<file path="src/rtl/rank_order_pkg.sv">
// Shared helpers and reset defaults for the weighted rank-order filter.
// A unit weight per tap with a threshold of N/2+1 reproduces a plain median.
package rank_order_pkg;

    localparam int unsigned DEF_WEIGHT = 1;

    function automatic int unsigned clog2(input int unsigned v);
        int unsigned r = 0;
        while ((32'd1 << r) < v) r++;
        return r;
    endfunction

    function automatic int unsigned def_threshold(input int unsigned n);
        return n / 2 + 1;
    endfunction

endpackage

</file>
<file path="src/rtl/wos_select.sv">
// Combinational weighted order-statistic selector.
// Returns the smallest window value whose cumulative tap weight reaches T.
module wos_select #(
    parameter int unsigned N         = 5,
    parameter int unsigned DATA_BITS = 8,
    parameter int unsigned W_BITS    = 4,
    parameter int unsigned THR_BITS  = 7
) (
    input  logic [N-1:0][DATA_BITS-1:0] win_i,
    input  logic [N-1:0][W_BITS-1:0]    w_i,
    input  logic [THR_BITS-1:0]         thr_i,
    output logic [DATA_BITS-1:0]        data_c,
    output logic                        sat_c
);

    logic [THR_BITS-1:0]  t;
    logic [THR_BITS-1:0]  total;
    logic [THR_BITS-1:0]  cum;
    logic [DATA_BITS-1:0] vmax;
    logic [DATA_BITS-1:0] best;

    always_comb begin
        t     = (thr_i == '0) ? THR_BITS'(1) : thr_i;
        total = '0;
        cum   = '0;
        vmax  = win_i[0];
        for (int i = 0; i < int'(N); i++) begin
            total = total + THR_BITS'(w_i[i]);
            if (win_i[i] > vmax) vmax = win_i[i];
        end
        // The maximum always qualifies unless T exceeds the total weight.
        best = vmax;
        for (int j = 0; j < int'(N); j++) begin
            cum = '0;
            for (int i = 0; i < int'(N); i++) begin
                if (win_i[i] <= win_i[j]) cum = cum + THR_BITS'(w_i[i]);
            end
            if ((cum >= t) && (win_i[j] < best)) best = win_i[j];
        end
        data_c = best;
        sat_c  = (t > total);
    end

endmodule

</file>
<file path="src/rtl/weighted_rank_order.sv">
// Sliding-window weighted rank-order filter: window, fill counter,
// per-tap weight/threshold registers and a registered result.
module weighted_rank_order
    import rank_order_pkg::*;
#(
    parameter int unsigned N          = 5,
    parameter int unsigned DATA_BITS  = 8,
    parameter int unsigned W_BITS     = 4,
    localparam int unsigned AW        = clog2(N + 1),
    localparam int unsigned THR_BITS  = W_BITS + clog2(N + 1)
) (
    input  logic                 clk,
    input  logic                 rst,
    input  logic                 in_valid,
    input  logic [DATA_BITS-1:0] in_data,
    input  logic                 cfg_we,
    input  logic [AW-1:0]        cfg_addr,
    input  logic [THR_BITS-1:0]  cfg_wdata,
    output logic                 out_valid,
    output logic [DATA_BITS-1:0] out_data,
    output logic                 out_sat
);

    logic [N-1:0][DATA_BITS-1:0] win_q, win_d;
    logic [AW-1:0]               fill_q, fill_d;
    logic [N-1:0][W_BITS-1:0]    w_q, w_d;
    logic [THR_BITS-1:0]         thr_q, thr_d;
    logic                        acc_q, acc_d;
    logic                        out_valid_q, out_valid_d;
    logic [DATA_BITS-1:0]        out_data_q, out_data_d;
    logic                        out_sat_q, out_sat_d;
    logic [DATA_BITS-1:0]        sel_data_c;
    logic                        sel_sat_c;

    wos_select #(
        .N         (N),
        .DATA_BITS (DATA_BITS),
        .W_BITS    (W_BITS),
        .THR_BITS  (THR_BITS)
    ) u_sel (
        .win_i  (win_q),
        .w_i    (w_q),
        .thr_i  (thr_q),
        .data_c (sel_data_c),
        .sat_c  (sel_sat_c)
    );

    always_comb begin
        win_d       = win_q;
        fill_d      = fill_q;
        w_d         = w_q;
        thr_d       = thr_q;
        acc_d       = in_valid;
        out_valid_d = 1'b0;
        out_data_d  = out_data_q;
        out_sat_d   = out_sat_q;

        if (in_valid) begin
            win_d = {win_q[N-2:0], in_data};
            if (fill_q != AW'(N)) fill_d = fill_q + AW'(1);
        end

        // Addresses above N fall through both matches and are dropped.
        if (cfg_we) begin
            for (int i = 0; i < int'(N); i++) begin
                if (cfg_addr == AW'(i)) w_d[i] = cfg_wdata[W_BITS-1:0];
            end
            if (cfg_addr == AW'(N)) thr_d = cfg_wdata;
        end

        if (acc_q && (fill_q == AW'(N))) begin
            out_valid_d = 1'b1;
            out_data_d  = sel_data_c;
            out_sat_d   = sel_sat_c;
        end
    end

    always_ff @(posedge clk or negedge rst) begin
        if (!rst) begin
            win_q       <= '0;
            fill_q      <= '0;
            w_q         <= {N{W_BITS'(DEF_WEIGHT)}};
            thr_q       <= THR_BITS'(def_threshold(N));
            acc_q       <= 1'b0;
            out_valid_q <= 1'b0;
            out_data_q  <= '0;
            out_sat_q   <= 1'b0;
        end else begin
            win_q       <= win_d;
            fill_q      <= fill_d;
            w_q         <= w_d;
            thr_q       <= thr_d;
            acc_q       <= acc_d;
            out_valid_q <= out_valid_d;
            out_data_q  <= out_data_d;
            out_sat_q   <= out_sat_d;
        end
    end

    assign out_valid = out_valid_q;
    assign out_data  = out_data_q;
    assign out_sat   = out_sat_q;

endmodule

</file>
<file path="config.mk">
export PLATFORM = sky130hd
export DESIGN_NAME = weighted_rank_order
export DESIGN_NICKNAME = d
export VERILOG_FILES = /design/src/rtl/rank_order_pkg.sv /design/src/rtl/wos_select.sv /design/src/rtl/weighted_rank_order.sv
export SDC_FILE = /design/constraint.sdc
export NUM_CORES = 1
export LEC_CHECK = 0
export BUFFER_PORTS_ARGS = -buffer_cell sky130_fd_sc_hd__buf_2
export CAP_MARGIN = 20
export CORE_ASPECT_RATIO = 1.75
export CORE_MARGIN = 5
export CORE_UTILIZATION = 59
export DETAILED_ROUTE_END_ITERATION = 10
export HOLD_SLACK_MARGIN = 0.06
export PLACE_DENSITY = 0.79
export SLEW_MARGIN = 10
export SYNTH_ARGS = -nofsm -noshare
export SYNTH_HDL_FRONTEND = slang
export SYNTH_SLANG_ARGS = --single-unit
</file>
<file path="constraint.sdc">
create_clock -name clk -period 15 [get_ports clk]
set_input_delay 1.5 -clock clk [delete_from_list [all_inputs] [get_ports clk]]
set_output_delay 1.5 -clock clk [all_outputs]
set_load 0.02 [all_outputs]
</file>
==> flow_summary_export.csv <==
group,metric,value,unit
floorplanning,start_util,59.81,%
hold_path,min_to,"out_sat",
routing,drt_iter0_markers,881,
global_route,grt_max_degree,84,
floorplanning,io_pins,32,
outcome,violations,"setup timing",
clocking,cts_sinks,81,
timing,finClkSkew,0.01127,ns
critical_path,crit_slowest_cell,"or4_4",
placement,io_buffers,31,
clocking,cts_tree,"yes",
timing,timing_worst_slew_pin_value,0.9568,ns
clocking,holdBufCountCts,0,
placement,dpl.hpwl,36260,um
critical_path,arrival,15.83,ns
critical_path,regToRegEndpoint,"out_data[6]",
critical_path,max_stage_delay,0.45,ns
routing,totalWireLength,47330,um
routing,ant_nets,0,
synthesis,synth_cell_types,72,
hold_path,hold_path.class,"reg -> reg",
floorplanning,die_x,121.6,um
critical_path,r2r_setup_slack,-0.55,ns
global_route,track_usage,37.73,%
synthesis,syn_area,0.01286,sq mm
routing,num_vias,13260,
critical_path,path_max_fanout,8,
synthesis,async_flop_share,100.0,%
synthesis,ys_warn_count,0,
critical_path,crit_top_cell,"buf_4",
timing,final.period_utilization,103.7,%
timing,rsz0062_at_grt,"true",
cells_and_area,diodes,0,
clocking,cts_buffers,9,
routing,vias_per_cell,6.367,
hold_path,hold_depth,2,
floorplanning,core-area,0.02150,sq mm
cells_and_area,syn_to_final_growth,24.34,%
cells_and_area,utilization,74.37,%
synthesis,seq_area_frac_synth,15.83,%
clocking,cts.path.max_buffers,2,
routing,wl_per_cell,22.73,um
timing,fin_crit,15.55,ns
cells_and_area,fin_nets,2093,
critical_path,crit_required,15.28,ns
floorplanning,die_h,205.3,um
floorplanning,num_rows,71,
global_route,antenna_found_initial,1,
timing,worst_hold_slack,0.4725,ns
timing,setup_viol,8,
global_route,grt_overflow,0,
clocking,cts_root_buf,"clkbuf_16",
clocking,insertion_delay,0.37,ns
clocking,htree_levels,3,
placement,gp_congestion,1.018,
cells_and_area,final_cell_mix,"ha_1, buf_4, inv_1, o21ai_0, a21oi_1",
timing,slew_headroom,35.72,%
job,cap_violations,0,
synthesis,ys_ff_latch,81,
critical_path,startpoint_type,"flip-flop",
synthesis,synth_edf_count,0,
synthesis,ys_dominant_reg_cell,"dfrtp_1",
timing,hold_violations,0,
global_route,grt_pass1_wl,71550,um
routing,drt_first_pass_iters,9,
timing,timing.final.ws_setup,-0.5534,ns
hold_path,min-delay-start,"out_sat",
synthesis,synthCells,1553,
critical_path,endpoint_kind,"flip-flop",
cells_and_area,drive_above_1_share,25.98,%
synthesis,syn-num-nets,1861,
timing,fmaxAchievable,64.29,MHz
cells_and_area,layout_commonest_cell,"ha_1",
floorplanning,die_area,0.02496,sq mm
outcome,status,"finished, violations left",
routing,route.detailed.drc,0,
critical_path,r2r_start,"win_q[7]",
timing,drv_slew,0,
critical_path,path_class,"reg -> reg",
synthesis,synth_area_per_cell,8.280,sq um
critical_path,worst-r2r-cell-count,89,
global_route,grt_pass1_vias,13650,
clocking,clkTransAtPathRegs,0.07,ns
==> cells by family after synthesis <==
| family | count (synthesis) | synth area share [%] |
|---|---|---|
| flip-flops | 81 | 15.83 |
| XOR/XNOR | 66 | 4.496 |
| multiplexers | 83 | 7.025 |
| adder cells (fa/ha/maj) | 287 | 29.54 |
| AO/OA/AOI/OAI | 459 | 22.32 |
| AND/OR/NAND/NOR | 393 | 15.27 |
| buffers and inverters | 184 | 5.517 |
==> flip-flops by register name, indices dropped and copies added (netlist names) <==
| signal | flops |
|---|---|
| fill_q | 3 |
| acc_q | 1 |
| w_q | 20 |
| out_sat | 1 |
| thr_q | 7 |
| out_data | 8 |
| win_q | 40 |
| out_valid | 1 |
==> per-layer routing <==
layer	track usage (%)	part of all wire (%)
met1	35.49	32
met2	65.44	49
met3	5.171	5.5
met4	41.51	14
met5	0	0.027
==> through the flow <==
stage,std cells,TNS [ns],setup WS [ns],cell area [sq um]
5_1_grt,2082,-8.453,-1.099,15990
3_5_place_dp,2006,-6.806,-0.9109,14530
2_1_floorplan,1553,0,0.03406,12930
6_report,2082,-4.119,-0.5534,15990
3_3_place_gp,2006,-4.458,-0.6048,14530
4_1_cts,2051,0,0.001425,15380
==> Yosys cell counts (5+ instances only) <==
master    count  area share [%]
nand3_1      17            0.66
nor2_1       85             2.5
or3_1         5            0.24
a31o_2        6            0.41
dfstp_2       7             1.4
nor2b_1      57             2.8
a31oi_1      10            0.49
nand4_1      28             1.4
a211o_1       8            0.54
fa_1         28             4.4
o21a_1       25             1.5
xor2_1       34             2.3
a22oi_1       5            0.29
inv_1       148             4.3
o21ai_0     129             5.0
mux2_2       50             4.4
clkbuf_1     29            0.85
nand2_1     109             3.2
or2_2         6            0.29
o21ai_1       6            0.23
a21oi_1     140             5.4
o211ai_1     14            0.82
xnor2_1      32             2.2
and3_1        5            0.24
a21o_1       65             3.8
ha_1        258              25
dfrtp_1      74              14
mux2i_1      31             2.4
and2_1       17            0.83
nand2b_1     35             1.7
nor3_1       14            0.54
o22ai_1       5            0.24
o31ai_1       6            0.35
==> worst max path at each step <==
| stage | cells past startpoint | start | to |
|---|---|---|---|
| floorplan | 90 | win_q[9] | out_data[3] |
| global placement | 80 | win_q[3] | out_data[5] |
| detailed placement | 81 | win_q[11] | out_data[1] |
| CTS | 84 | win_q[11] | out_data[1] |
| global route | 94 | win_q[13] | out_data[6] |
| finish | 89 | win_q[7] | out_data[6] |
==> area by class of cell <==
type | count | area, sq um
Sequential cell | 81 | 2036
Multi-Input combinational cell | 1291 | 10880
Clock buffer | 10 | 229.0
Timing Repair Buffer | 254 | 1874
Inverter | 148 | 555.5
Clock inverter | 6 | 45.04
Tap cell | 292 | 365.4
Fill cell | 1661 | 5510
==> worst max-delay path, delay by kind of cell, from the launching register on <==
kind / cells / cell delay (ns)
flip-flops: 1 / 0.43
AO/OA/AOI/OAI: 26 / 5.12
AND/OR/NAND/NOR: 24 / 3.63
buffers and inverters: 26 / 3.22
multiplexers: 5 / 1.00
adder cells (fa/ha/maj): 8 / 2.04
==> repair_timing <==
| action | 4_1_cts | 5_1_grt |
|---|---|---|
| cloned | 3 | 0 |
| setup buffers | 26 | 32 |
| resized for setup | 76 | 73 |
| setup endpoints to repair | 8 | 8 |
| pin swaps | 29 | 40 |
Power is not shown: default switching activity piles up to over one toggle a cycle in this logic, so the estimate is an artifact.
